<file path="config.mk">
export PLATFORM = sky130hd
export DESIGN_NAME = regbank_arbiter
export DESIGN_NICKNAME = d
export VERILOG_FILES = /design/src/rtl/regbank_arbiter.sv
export SDC_FILE = /design/constraint.sdc
export NUM_CORES = 1
export LEC_CHECK = 0
export BUFFER_PORTS_ARGS = -buffer_cell sky130_fd_sc_hd__buf_2
export CORE_ASPECT_RATIO = 1.75
export CORE_MARGIN = 5
export CORE_UTILIZATION = 47
export DETAILED_ROUTE_END_ITERATION = 8
export PLACE_DENSITY_LB_ADDON = 0.05
export SLEW_MARGIN = 10
export SYNTH_ARGS = -nofsm -noshare
export SYNTH_HDL_FRONTEND = slang
export SYNTH_SLANG_ARGS = --single-unit
</file>
<file path="constraint.sdc">
create_clock -name clock -period 2.3 [get_ports clock]
set_input_delay 0.345 -clock clock [delete_from_list [all_inputs] [get_ports clock]]
set_output_delay 0.345 -clock clock [all_outputs]
set_load 0.005 [all_outputs]
</file>
<file path="src/rtl/regbank_arbiter.sv">
// Round-robin two-port arbiter and clear sequencer in front of registers_bank.
// Owns the bank's write port and A/B read addresses and returns registered read data.
module regbank_arbiter #(
    parameter int size_reg = 16,
    parameter int addr_reg = 2
) (
    input  logic                clock,
    input  logic                reset,
    input  logic                clear_req,
    output logic                busy,

    input  logic                req0,
    input  logic                we0,
    input  logic [addr_reg-1:0] addr_a0,
    input  logic [addr_reg-1:0] addr_b0,
    input  logic [addr_reg-1:0] addr_r0,
    input  logic [size_reg-1:0] wdata0,
    output logic                gnt0,
    output logic                rvalid0,
    output logic [size_reg-1:0] rdata_a0,
    output logic [size_reg-1:0] rdata_b0,

    input  logic                req1,
    input  logic                we1,
    input  logic [addr_reg-1:0] addr_a1,
    input  logic [addr_reg-1:0] addr_b1,
    input  logic [addr_reg-1:0] addr_r1,
    input  logic [size_reg-1:0] wdata1,
    output logic                gnt1,
    output logic                rvalid1,
    output logic [size_reg-1:0] rdata_a1,
    output logic [size_reg-1:0] rdata_b1,

    output logic [addr_reg-1:0] bank_addr_A,
    output logic [addr_reg-1:0] bank_addr_B,
    output logic [addr_reg-1:0] bank_addr_R,
    output logic                bank_write_reg,
    output logic                bank_read_reg,
    output logic [size_reg-1:0] bank_write_data,
    input  logic [size_reg-1:0] bank_data_A,
    input  logic [size_reg-1:0] bank_data_B
);

    typedef enum logic {CLEAR, RUN} state_t;

    localparam logic [addr_reg-1:0] LastAddr = '1;

    state_t              state, state_next;
    logic [addr_reg-1:0] counter, counter_next;
    logic                pointer, pointer_next;

    // Read data is sampled from the bank at the grant edge, so a same-register
    // write in that transaction is not yet visible to it.
    always_ff @(posedge clock or negedge reset) begin
        if (!reset) begin
            state    <= CLEAR;
            counter  <= '0;
            pointer  <= 1'b0;
            rvalid0  <= 1'b0;
            rvalid1  <= 1'b0;
            rdata_a0 <= '0;
            rdata_b0 <= '0;
            rdata_a1 <= '0;
            rdata_b1 <= '0;
        end else begin
            state   <= state_next;
            counter <= counter_next;
            pointer <= pointer_next;
            rvalid0 <= gnt0;
            rvalid1 <= gnt1;
            if (gnt0) begin
                rdata_a0 <= bank_data_A;
                rdata_b0 <= bank_data_B;
            end
            if (gnt1) begin
                rdata_a1 <= bank_data_A;
                rdata_b1 <= bank_data_B;
            end
        end
    end

    always_comb begin
        state_next      = state;
        counter_next    = counter;
        pointer_next    = pointer;
        gnt0            = 1'b0;
        gnt1            = 1'b0;
        busy            = 1'b0;
        bank_addr_A     = '0;
        bank_addr_B     = '0;
        bank_addr_R     = '0;
        bank_write_reg  = 1'b0;
        bank_read_reg   = 1'b0;
        bank_write_data = '0;

        case (state)
            CLEAR: begin
                busy           = 1'b1;
                bank_write_reg = 1'b1;
                bank_addr_R    = counter;
                counter_next   = counter + 1'b1;
                if (counter == LastAddr) begin
                    state_next = RUN;
                end
            end
            RUN: begin
                // The counter has already wrapped to 0, so a new clear starts at register 0.
                if (clear_req) begin
                    state_next = CLEAR;
                end else if (req0 && req1) begin
                    gnt0         = !pointer;
                    gnt1         = pointer;
                    pointer_next = !pointer;
                end else if (req0) begin
                    gnt0         = 1'b1;
                    pointer_next = 1'b1;
                end else if (req1) begin
                    gnt1         = 1'b1;
                    pointer_next = 1'b0;
                end
            end
            default: state_next = CLEAR;
        endcase

        if (gnt0) begin
            bank_read_reg   = 1'b1;
            bank_write_reg  = we0;
            bank_addr_A     = addr_a0;
            bank_addr_B     = addr_b0;
            bank_addr_R     = addr_r0;
            bank_write_data = wdata0;
        end else if (gnt1) begin
            bank_read_reg   = 1'b1;
            bank_write_reg  = we1;
            bank_addr_A     = addr_a1;
            bank_addr_B     = addr_b1;
            bank_addr_R     = addr_r1;
            bank_write_data = wdata1;
        end
    end

endmodule
</file>
==> metrics <==
Seq/Total Area, Yosys=0.587; Hold Startpoint=bank_data_A[8]; CTS tree=yes; Congestion Overflow GR=0; setup ws final=0.173 ns; commonest cells after routing, fill and taps aside=175 x buf_2, 70 x dfrtp_1, 44 x mux2_2, 20 x a22o_1, 17 x mux2_4; final cell count without fillers=458; leading cell type in the layout, fill and taps excluded=buf_2; max_cap viols=0; Cell Area, Synth=roughly 3000 sq um; slowest CP cell=dfrtp_1; # rows=38; Pleak=2.23 nW; relative slew slack=0.650; largest net degree at the start of global routing=34; Worst IR Drop VDD=approximately 0.00071 V; Root Buffer=clkbuf_8; syn_nets=between 200 and 300; drt wl/cell=between 15 and 20 um; fin util=0.672; achievable clock frequency=470 MHz; crit path cell chain=and3b_1 > and2_2 > buf_12 > a22o_1 > buf_2; GRT Util Overall=0.191; core area=6180 sq um; clock sinks=70; Place WS=roughly 0.35 ns; worst hold path depth=2; Detailed Routing Iterations Pass 1=4; Avg Synthesized Cell Area=about 16 sq um; Netlist cell types=25; RSZ-0062 raised after global routing=false; worst r2r dst=rdata_a0[12]; clk_skew=approximately 0.0085 ns; port bufs=around 180; global placement routability congestion=between 0.8 and 0.9; type of origin of the critical path=flop; Hold Path End=rdata_a1[8]; Worst Max-Slew Pin Slew=roughly 0.52 ns; Reg2Reg Depth=5; run status=finished clean; Num CTS Buffers=9; pwr dens=about 1200 nW/um^2; Hold Path Class=in -> reg; setup TNS=0 ns; Post-route DRC=0; I/O Pins=approximately 180; Vias per Instance=4.98; hold_ws=~0.25 ns; number of buffers and inverters on the critical path=2; first-pass GRT wire length=~12,000 um; register-to-register setup slack=~0.50 ns; Slew Limit Fails=0; CTS H-tree depth=3; Worst setup EP type=primary output; Total Routed Length=between 7000 and 8000 um; antenna-violating nets left=0; CP peak stage delay=0.47 ns; DP HPWL=approximately 6100 um; endpoints failing setup=0; synthesis-to-layout area growth=39.3%; # nets final=458; Mapped Cells=190; worst reg2reg startpoint=state; Synth warnings=0; Non-Filler Cell Area, Final=between 4000 and 5000 sq um; initial antenna violation count=0; vias post-DR=around 2,300; Fill cells=slightly below 500; vias in the first global route=roughly 2,400; Placed Cells=442; DR iter-0 viols=95; initial cell density of the core=0.483; n_diodes=0; Max Root-Sink Buffers=2; Synth Register Bits=70; clock-pin slew on the worst setup and hold paths=approximately 0.07 ns; Final Hold Fails=0; layout cell share with drive strength beyond 1=0.696; total power=around 5.0 mW; Worst-Skew Late Latency=~0.33 ns; Die Ht=around 120 um; post-placement cell area=between 3000 and 4000 sq um; Crit path max-delay family=simple AND/OR/NAND/NOR gates; Crit path arrival time=between 1.5 and 2 ns; Worst Path Required=approximately 2 ns; Final Critical Period=roughly 2.1 ns; crit-path max FO=33; Die W=around 70 um; Final period util=0.925; die area=roughly 8100 sq um; WS Path Type=reg -> out
repair_timing:
item / in CTS / in global routing
endpoints found under the hold margin: 20 / 0
setup buffers: 0 / 0
endpoints found under the setup margin: 0 / 4
gates resized for setup: 0 / 1
hold buffers: 1 / 0
worst register-to-register path, delay by kind of cell, from the launching register on:
kind	cells	cell delay [ns]
flops	1	0.48
mux	1	0.34
simple gates	2	0.42
buf+inv	2	0.46
routing by layer:
metal / vias up / GRT usage / wire length (um) / part of all wire
li1: 1070 / - / - / -
met1: 1094 / 0.221 / 2950 / 0.39
met2: 108 / 0.327 / 3980 / 0.52
met3: 10 / 0.0630 / 602 / 0.079
met4: 0 / 0.0703 / 113 / 0.015
met5: - / 0 / 0 / 0
registers in the layout, summed over array words and instances (netlist names):
| name | count |
|---|---|
| counter | 2 |
| rvalid1 | 1 |
| pointer | 1 |
| state | 1 |
| rdata_b1 | 16 |
| rdata_a0 | 16 |
| rdata_b0 | 16 |
| rvalid0 | 1 |
| rdata_a1 | 16 |
cell usage after synthesis:
| cell type | n | area [sq um] |
|---|---|---|
| buf_4 | 1 | 7.51 |
| inv_2 | 1 | 3.75 |
| a31oi_1 | 1 | 6.26 |
| nor3_1 | 3 | 15.0 |
| mux2_2 | 44 | 495 |
| buf_8 | 1 | 15.0 |
| or2_4 | 1 | 8.76 |
| a32oi_1 | 2 | 17.5 |
| a21oi_1 | 5 | 25.0 |
| buf_2 | 4 | 20.0 |
| mux2_4 | 17 | 255 |
| nand3b_2 | 1 | 11.3 |
| inv_1 | 1 | 3.75 |
| and3b_1 | 1 | 8.76 |
| and2_1 | 2 | 12.5 |
| a22o_1 | 20 | 175 |
| buf_6 | 5 | 56.3 |
| dfrtp_1 | 70 | 1750 |
| o21a_1 | 1 | 7.51 |
| ha_1 | 1 | 12.5 |
| a21o_1 | 1 | 7.51 |
| nor2b_1 | 1 | 6.26 |
| xnor2_1 | 1 | 8.76 |
| nand2b_1 | 1 | 6.26 |
| mux2_1 | 4 | 45.0 |
report_power, final:
group	switching [mW]	internal, mW
Sequential	0.319	1.84
Combinational	0.707	1.14
Clock	0.434	0.526
cell type report:
| type | instances | area, sq um | area share |
|---|---|---|---|
| flip-flops and latches | 70 | 1750 | 0.422 |
| inverters | 2 | 8.76 | 0.00211 |
| clock inverters | 5 | 60.1 | 0.0145 |
| well taps | 80 | 100 | 0.0241 |
| repair buffers | 184 | 971 | 0.234 |
| clock buffers | 10 | 138 | 0.0331 |
| multi-input cells | 107 | 1130 | 0.271 |
worst max path at each step:
stage	endpoint	cells past startpoint	startpoint
finish	bank_write_data[10]	5	state
CTS	bank_addr_B[1]	5	state
detailed placement	rdata_a0[12]	6	clear_req
floorplan	bank_write_data[10]	5	pointer
global route	bank_write_data[13]	5	pointer
global placement	rdata_a0[10]	6	clear_req
logic make-up (layout without fill, tap and decap cells):
| family | after synthesis | after routing | synth area share |
|---|---|---|---|
| xor+xnor | 1 | 1 | 0.00294 |
| flops | 70 | 70 | 0.587 |
| simple gates | 10 | 10 | 0.0231 |
| fa+ha+maj | 1 | 1 | 0.00419 |
| mux | 65 | 65 | 0.267 |
| compound gates | 30 | 30 | 0.0801 |
| buf+inv | 13 | 201 | 0.0357 |
Power figures use the tool's default switching activity.
